File: src/rtl/conv_window_ctrl.sv
// conv_window_ctrl
//   Sequencer for one convolution layer. It steps a KERNEL_DIM x KERNEL_DIM
//   window over the input feature map with a configurable stride and zero
//   padding. For each window it writes NUM_ADDR ibuf words into the CIM input
//   registers, fires the CIM, waits for the result and then hands it to the
//   function stage.
//
// Ports
//   clk, rst        clock; synchronous active-high reset
//   i_start         start one full layer pass (only honoured in IDLE)
//   o_ready         high only in IDLE
//   o_win_row/col   signed top-left window coordinate (idx*STRIDE-PADDING)
//   o_addr          ibuf/CIM word address
//   o_cim_we        CIM input-register write strobe
//   o_cim_start     one-cycle CIM compute pulse
//   i_cim_ready     CIM idle / result available
//   i_func_ready    function stage can accept a result
//   o_func_start    one-cycle function-stage start pulse
//   o_done          one-cycle pulse after the last window
module conv_window_ctrl #(
  parameter int IMG_DIM        = 28,
  parameter int KERNEL_DIM     = 3,
  parameter int INPUT_CHANNELS = 2,
  parameter int XBAR_SIZE      = 128,
  parameter int BUS_WIDTH      = 16,
  parameter int STRIDE         = 1,
  parameter int PADDING        = 0,
  localparam int OUT_DIM     = (IMG_DIM + 2*PADDING - KERNEL_DIM) / STRIDE + 1,
  localparam int TAPS        = INPUT_CHANNELS * KERNEL_DIM * KERNEL_DIM,
  localparam int V_CIM_TILES = (TAPS + XBAR_SIZE - 1) / XBAR_SIZE,
  localparam int NA_RAW      = (TAPS + BUS_WIDTH*V_CIM_TILES - 1) / (BUS_WIDTH*V_CIM_TILES),
  localparam int NUM_ADDR    = (NA_RAW < 1) ? 1 : NA_RAW,
  localparam int ADDR_WIDTH  = (NUM_ADDR <= 1) ? 1 : $clog2(NUM_ADDR),
  localparam int CW          = $clog2(IMG_DIM + PADDING) + 1
) (
  input  logic                  clk,
  input  logic                  rst,
  input  logic                  i_start,
  output logic                  o_ready,
  output logic signed [CW-1:0]  o_win_row,
  output logic signed [CW-1:0]  o_win_col,
  output logic [ADDR_WIDTH-1:0] o_addr,
  output logic                  o_cim_we,
  output logic                  o_cim_start,
  input  logic                  i_cim_ready,
  input  logic                  i_func_ready,
  output logic                  o_func_start,
  output logic                  o_done
);

  localparam int CNT_W = (OUT_DIM <= 1) ? 1 : $clog2(OUT_DIM);
  localparam logic [ADDR_WIDTH-1:0] ADDR_LAST = ADDR_WIDTH'(NUM_ADDR - 1);
  localparam logic [CNT_W-1:0]      CNT_LAST  = CNT_W'(OUT_DIM - 1);

  typedef enum logic [2:0] {
    IDLE, WRITE, CIM_START, CIM_WAIT, FUNC, DONE
  } state_e;

  state_e                  state_q, state_d;
  logic [CNT_W-1:0]        row_q, row_d, col_q, col_d;
  logic [ADDR_WIDTH-1:0]   addr_q, addr_d;
  // High in the first CIM_WAIT cycle: the CIM ready line may still show the
  // previous idle level right after the start pulse, so it is not trusted yet.
  logic                    blank_q;

  always_ff @(posedge clk) begin
    if (rst) begin
      state_q <= IDLE;
      row_q   <= '0;
      col_q   <= '0;
      addr_q  <= '0;
      blank_q <= 1'b0;
    end else begin
      state_q <= state_d;
      row_q   <= row_d;
      col_q   <= col_d;
      addr_q  <= addr_d;
      blank_q <= (state_q == CIM_START);
    end
  end

  always_comb begin
    state_d      = state_q;
    row_d        = row_q;
    col_d        = col_q;
    addr_d       = addr_q;
    o_func_start = 1'b0;
    unique case (state_q)
      IDLE: begin
        if (i_start) begin
          row_d   = '0;
          col_d   = '0;
          addr_d  = '0;
          state_d = WRITE;
        end
      end
      WRITE: begin
        if (addr_q == ADDR_LAST) begin
          addr_d  = '0;
          state_d = CIM_START;
        end else begin
          addr_d = addr_q + 1'b1;
        end
      end
      CIM_START: state_d = CIM_WAIT;
      CIM_WAIT: begin
        if (!blank_q && i_cim_ready) state_d = FUNC;
      end
      FUNC: begin
        if (i_func_ready) begin
          o_func_start = 1'b1;
          state_d      = WRITE;
          if (col_q != CNT_LAST) begin
            col_d = col_q + 1'b1;
          end else begin
            col_d = '0;
            if (row_q == CNT_LAST) begin
              // Last window: park counters at the origin for the next pass.
              row_d   = '0;
              state_d = DONE;
            end else begin
              row_d = row_q + 1'b1;
            end
          end
        end
      end
      DONE:    state_d = IDLE;
      default: state_d = IDLE;
    endcase
  end

  // Coordinates are computed one bit wider so the padding subtraction cannot
  // wrap before the final truncation.
  logic signed [CW:0] row_full, col_full;
  assign row_full = $signed((CW+1)'(row_q)) * $signed((CW+1)'(STRIDE))
                  - $signed((CW+1)'(PADDING));
  assign col_full = $signed((CW+1)'(col_q)) * $signed((CW+1)'(STRIDE))
                  - $signed((CW+1)'(PADDING));

  assign o_win_row   = row_full[CW-1:0];
  assign o_win_col   = col_full[CW-1:0];
  assign o_addr      = addr_q;
  assign o_ready     = (state_q == IDLE);
  assign o_cim_we    = (state_q == WRITE);
  assign o_cim_start = (state_q == CIM_START);
  assign o_done      = (state_q == DONE);

endmodule

File: config.mk
export PLATFORM = sky130hd
export DESIGN_NAME = conv_window_ctrl
export DESIGN_NICKNAME = d
export VERILOG_FILES = /design/src/rtl/conv_window_ctrl.sv
export SDC_FILE = /design/constraint.sdc
export NUM_CORES = 1
export LEC_CHECK = 0
export CAP_MARGIN = 20
export CORE_MARGIN = 1
export CORE_UTILIZATION = 35
export CTS_CLUSTER_DIAMETER = 50
export DETAILED_ROUTE_END_ITERATION = 8
export PLACE_DENSITY = 0.59
export SYNTH_ARGS = -nofsm -noshare
export SYNTH_HDL_FRONTEND = slang
export SYNTH_SLANG_ARGS = --single-unit
File: constraint.sdc
create_clock -name clk -period 2.6 [get_ports clk]
set_clock_uncertainty 0.2 [all_clocks]
set_input_delay 0.78 -clock clk [delete_from_list [all_inputs] [get_ports clk]]
set_output_delay 0.78 -clock clk [all_outputs]
set_load 0.005 [all_outputs]
==> impl_metrics.json, run 1 <==
{
  "drcViolationCount": 0,
  "port_buffers": 20,
  "postPlaceCellArea_um2": 1190,
  "ys.flop_type": "dfxtp_1",
  "hold_path_class": "flop to flop",
  "yosysMostFrequentCell": "dfxtp_1",
  "synth_mux_area_share_pct": 3.79,
  "cts_tree": "done",
  "wire_per_inst_um": 11.6,
  "seq_area_frac_synth_pct": 32.5,
  "rr_endpoint": "row_q[3]",
  "maxSlewViolCount": 0,
  "drtAntennaViolNets": 0,
  "period_needed_ns": 2.49,
  "critPathRequiredTime_ns": 1.62,
  "rsz0062_at_grt": "false",
  "synthToLayoutAreaGrowth_pct": 32.5,
  "finalSetupViolCount": 0,
  "p_leak_nw": 0.484,
  "rows": 18,
  "initial_core_util_pct": 37.3,
  "ir_drop_mv": 0.425,
  "routed_wl_um": 1820,
  "firstDrtPassIters": 4,
  "layout-drive-gt1-share_pct": 23.6,
  "dp_hpwl_um": 1410,
  "core_area_um2": 2480,
  "synthSimpleGateAreaFrac_pct": 31.8,
  "grt-ovfl-total": 0,
  "die_x_um": 53.4,
  "syn_area_um2": 925,
  "grt_pass1_wl_um": 3290,
  "p_total_mw": 0.646,
  "synthCells": 100,
  "dieHeight_um": 53.4,
  "place_congestion": 0.757,
  "nFillCells": 256,
  "ys_types": 43,
  "num-nets-final": 137,
  "hold_end": "row_q[1]",
  "yosys.area.top_type_share_pct": 32.5,
  "fmax_ghz": 0.402,
  "synthArstFlopShare_pct": 0,
  "root_buffer": "clkbuf_4",
  "h-tree-depth": 1,
  "grt_max_degree": 11,
  "status": "completed",
  "syn_area_per_cell_um2": 9.25,
  "tns_ns": 0,
  "die_area_um2": 2850,
  "worstSetupEndpointType": "primary output",
  "drtIter0Drc": 10,
  "synth_top_family_by_area": "simple AND/OR/NAND/NOR gates",
  "synth_common_cells": "dfxtp_1 (15), nor2_1 (9), a21oi_1 (7), inv_1 (7)",
  "n_antenna_cell": 0,
  "finalHoldViolations": 0,
  "synthAdderAreaFrac_pct": 5.41,
  "p_per_area_nw_per_um2": 527,
  "synth_compound_area_share_pct": 15.8,
  "viasPerCell": 5.10,
  "fin_crit_sh_pct": 95.7,
  "synth_edf_count": 0,
  "cp_max_fo": 2,
  "min_path_cells": 2,
  "io_pins": 23,
  "crit_start": "i_func_ready",
  "yosys.area.top_type": "dfxtp_1",
  "cts_num_sinks": 15,
  "synth_area_leaders": "dfxtp_1 (32%), ha_1 (5.4%), a21oi_1 (3.8%)",
  "cts_setup_buffers": 0,
  "antenna_found_initial": 0,
  "grt_pass1_vias": 780,
  "reg2reg_from": "col_q[0]",
  "critPathKind": "input pin to primary output",
  "rr_worst_depth": 5,
  "clkTransAtPathRegs_ns": 0.08,
  "r2r_slack_ns": 0.70,
  "ys_ff_latch": 15,
  "synthXorXnorAreaFrac_pct": 3.79,
  "drv_cap": 0,
  "cp.arrival_ns": 1.51,
  "cts_inserted_buffers": 3,
  "vias": 801,
  "cts_max_path_buffers": 2,
  "fin_area_um2": 1220,
  "clk-insertion-delay-late_ns": 0.28,
  "track_usage_pct": 15.7,
  "finalCoreUtilization_pct": 49.4,
  "start_kind": "input pin",
  "yosysWarnings": 0,
  "min_from": "row_q[1]"
}
[metal layers]
metal | vias up | part of all wire [%] | global-route usage, %
met4 | 0 | 1.3 | 6.58
met3 | 4 | 3.9 | 3.16
met2 | 16 | 45 | 25.4
met1 | 367 | 50 | 19.8
li1 | 414 | - | -
met5 | - | 0 | 0
[flip-flops by register name (all words and copies together), names as in the netlist]
signal,flops
col_q,5
row_q,5
state_q,3
blank_q,1
o_addr,1
[report_power, final]
part	internal [mW]	leakage, nW	switching (mW)	total (mW)
Sequential	0.249	0.123	0.0286	0.278
Clock	0.0595	0.0150	0.0681	0.128
Combinational	0.129	0.347	0.111	0.240
[layout make-up]
| class | instances | area, um^2 | area share, % |
|---|---|---|---|
| multi-input cells | 73 | 573 | 46.8 |
| flip-flops and latches | 15 | 304 | 24.8 |
| repair buffers | 28 | 258 | 21.0 |
| well taps | 30 | 37.5 | 3.06 |
| clock buffers | 4 | 26.3 | 2.15 |
| inverters | 7 | 26.3 | 2.15 |
[through the flow]
stage                     std cells  hold slack [ns]  setup slack [ns]
final                           157            0.316             0.112
after global routing            157            0.354            0.0493
after CTS                       157            0.317            0.0186
after detailed placement        153            0.302            -0.268
after global placement          153            0.298            -0.262
after floorplan                 101            0.289             0.688
[timing repair]
action                     in CTS  in global routing
hold buffers                    0                  0
pin swaps                       0                  0
resized for setup               3                  5
setup endpoints to repair       2                  4
[cell families (layout without fill, tap and decap cells)]
kind of cell    after synthesis  in the layout
simple gates                 43             43
compound gates               17             17
flops                        15             15
mux                           3              3
buf+inv                      13             39
xor+xnor                      4              4
other cells                   1              2
fa+ha+maj                     4              4
[worst max-delay path, cell delays in order]
cell,delay [ns]
clkdlybuf4s50_1,0.47
and3_1,0.15
clkbuf_2,0.10
[how the worst max path moves through the flow]
stage / end / slack (ns) / depth (start not counted)
after floorplan: o_func_start / 0.69 / 1
after global placement: o_func_start / -0.26 / 3
after detailed placement: o_func_start / -0.27 / 3
after CTS: o_func_start / 0.02 / 3
after global routing: o_cim_we / 0.05 / 2
final: o_func_start / 0.11 / 3
[cells in the final DEF (no fill, tap or decap), types with 3 or more instances in the layout]
master,n
nor3_1,3
or3_1,3
o32ai_1,3
clkdlybuf4s50_1,18
nand3_1,4
ha_1,4
clkbuf_4,3
nand3b_1,4
a21oi_1,7
dfxtp_2,3
inv_1,7
nor2_1,9
buf_4,8
dfxtp_1,12
No activity file was read; power rests on OpenSTA's default activity.
==> inputs of run 2 (changes only) <==
Settings changed: MAX_ROUTING_LAYER set to met4.
Clock period 2.6 ns to 3 ns, I/O delays scaled along.
==> impl_metrics.json, run 2 (synthesized netlist as in run 1, its figures left out) <==
{
  "drcViolationCount": 0,
  "drv_cap": 0,
  "critPathKind": "input pin to primary output",
  "worst-path-buf-inv": 2,
  "dp_hpwl_um": 1400,
  "n_antenna_cell": 0,
  "clk-insertion-delay-late_ns": 0.28,
  "min_from": "row_q[4]",
  "finalHoldViolations": 0,
  "finalCoreUtilization_pct": 48.0,
  "drtAntennaViolNets": 0,
  "firstDrtPassIters": 4,
  "grt-ovfl-total": 0,
  "worst_pin_slew_ns": 0.515,
  "layout-drive-gt1-share_pct": 18.7,
  "h-tree-depth": 1,
  "ir_drop_mv": 0.277,
  "fin_area_um2": 1190,
  "place_ws_ns": -0.103,
  "io_pins": 23,
  "status": "completed",
  "num-nets-final": 133,
  "rows": 18,
  "p_leak_nw": 0.449,
  "cp.arrival_ns": 1.74,
  "max_slew_margin_pct": 65.6,
  "cts_num_sinks": 15,
  "period_needed_ns": 2.84,
  "drtIter0Drc": 9,
  "slowest_delay_ns": 0.47,
  "p_per_area_nw_per_um2": 465,
  "critPathRequiredTime_ns": 1.90,
  "place_congestion": 0.766,
  "port_buffers": 20,
  "initial_core_util_pct": 37.3,
  "worstSetupEndpointType": "primary output",
  "die_x_um": 53.4,
  "grt_pass1_wl_um": 3130,
  "cts_inserted_buffers": 3,
  "crit_start": "i_func_ready",
  "viasPerCell": 5.03,
  "root_buffer": "clkbuf_4",
  "wire_per_inst_um": 12.3,
  "core_area_um2": 2480,
  "grt_max_degree": 16,
  "reg2reg_from": "state_q[2]",
  "crit_path_cell_trace": "clkdlybuf4s50_1 -> and3_1 -> dlygate4sd2_1",
  "grt_pass1_vias": 690,
  "vias": 769,
  "synthToLayoutAreaGrowth_pct": 28.7,
  "tns_ns": 0,
  "routed_wl_um": 1880,
  "finalSetupViolCount": 0,
  "dieHeight_um": 53.4,
  "mostFrequentLayoutCell": "clkdlybuf4s50_1",
  "cts_max_path_buffers": 2,
  "layout_setup_ws_ns": 0.165,
  "critPathSlowestCell": "clkdlybuf4s50_1",
  "track_usage_pct": 15.7,
  "maxSlewViolCount": 0,
  "whs_ns": 0.317,
  "hold_path_class": "flop to flop",
  "postPlaceCellArea_um2": 1160,
  "start_kind": "input pin",
  "fmax_ghz": 0.353,
  "cts-hold-fix-buffers": 0,
  "die_area_um2": 2850,
  "nFillCells": 255,
  "fin_crit_sh_pct": 94.5,
  "cts_tree": "done",
  "rsz0062_at_grt": "false",
  "cp_max_fo": 2,
  "antenna_found_initial": 0,
  "reg_top3": "col_q x5, row_q x5, state_q x3",
  "clkTransAtPathRegs_ns": 0.08,
  "final_cell_mix": "clkdlybuf4s50_1 (19), dfxtp_1 (14), nor2_1 (9)",
  "crit_family": "buffers and inverters"
}
==> run 2: cell count changes in the layout (fill, tap and decap cells not counted) <==
cell             change
clkbuf_1             -1
nor3b_1              +1
dlygate4sd2_1        +1
buf_4                -4
dfxtp_1              +2
clkdlybuf4s50_1      +1
clkbuf_2             -1
dfxtp_2              -2
nor3b_2              -1
clkinv_2             +1
dlymetal6s2s_1       -1
==> run 2: cell type report <==
class                      instances  area (um^2)  share of cell area, %
inverter                           7         26.3                   2.21
tap                               30         37.5                   3.15
clock inverter                     1         5.00                  0.421
clock buffer                       3         22.5                   1.89
sequential                        15          302                   25.3
timing repair buffer              24          229                   19.2
multi-input combinational         73          568                   47.7
==> run 2: per-layer routing <==
layer	GRT usage, %	wire length [um]	vias up
met5	-	0	-
met4	6.58	15	0
li1	-	-	404
met3	3.45	47	2
met2	22.9	856	14
met1	20.6	957	349
==> run 2: timing repair <==
item / 4_1_cts / 5_1_grt
setup endpoints to repair: 1 / 1
buffers inserted: 0 / 0
resized for setup: 1 / 1
hold endpoints to repair: 0 / 0
==> run 2: metrics by stage <==
step                      instances  total power, mW
after floorplan                 101            0.371
after global placement          149            0.441
after detailed placement        149            0.445
after CTS                       153            0.562
after global routing            153            0.597
final                           153            0.554
==> run 2: path summary, 6_finish.rpt <==
path / to / slack (ns) / cells past startpoint
setup / recovery: o_func_start / 0.16 / 3
hold / removal: row_q[4] / 0.32 / 2
hold reg to reg: row_q[4] / 0.32 / 2
setup reg to reg: state_q[2] / 1.03 / 5
==> run 2: worst register-to-register path, stage by stage, from the launching register on <==
cell,delay (ns)
dfxtp_1,0.47
buf_4,0.21
mux2i_2,0.44
a32o_1,0.26
nor2_1,0.08
a221oi_2,0.22
==> run 2: where the power goes <==
part           internal [mW]  switching, mW  leakage (nW)
Sequential             0.215         0.0289         0.122
Combinational          0.103         0.0926         0.309
Clock                 0.0494         0.0648        0.0177
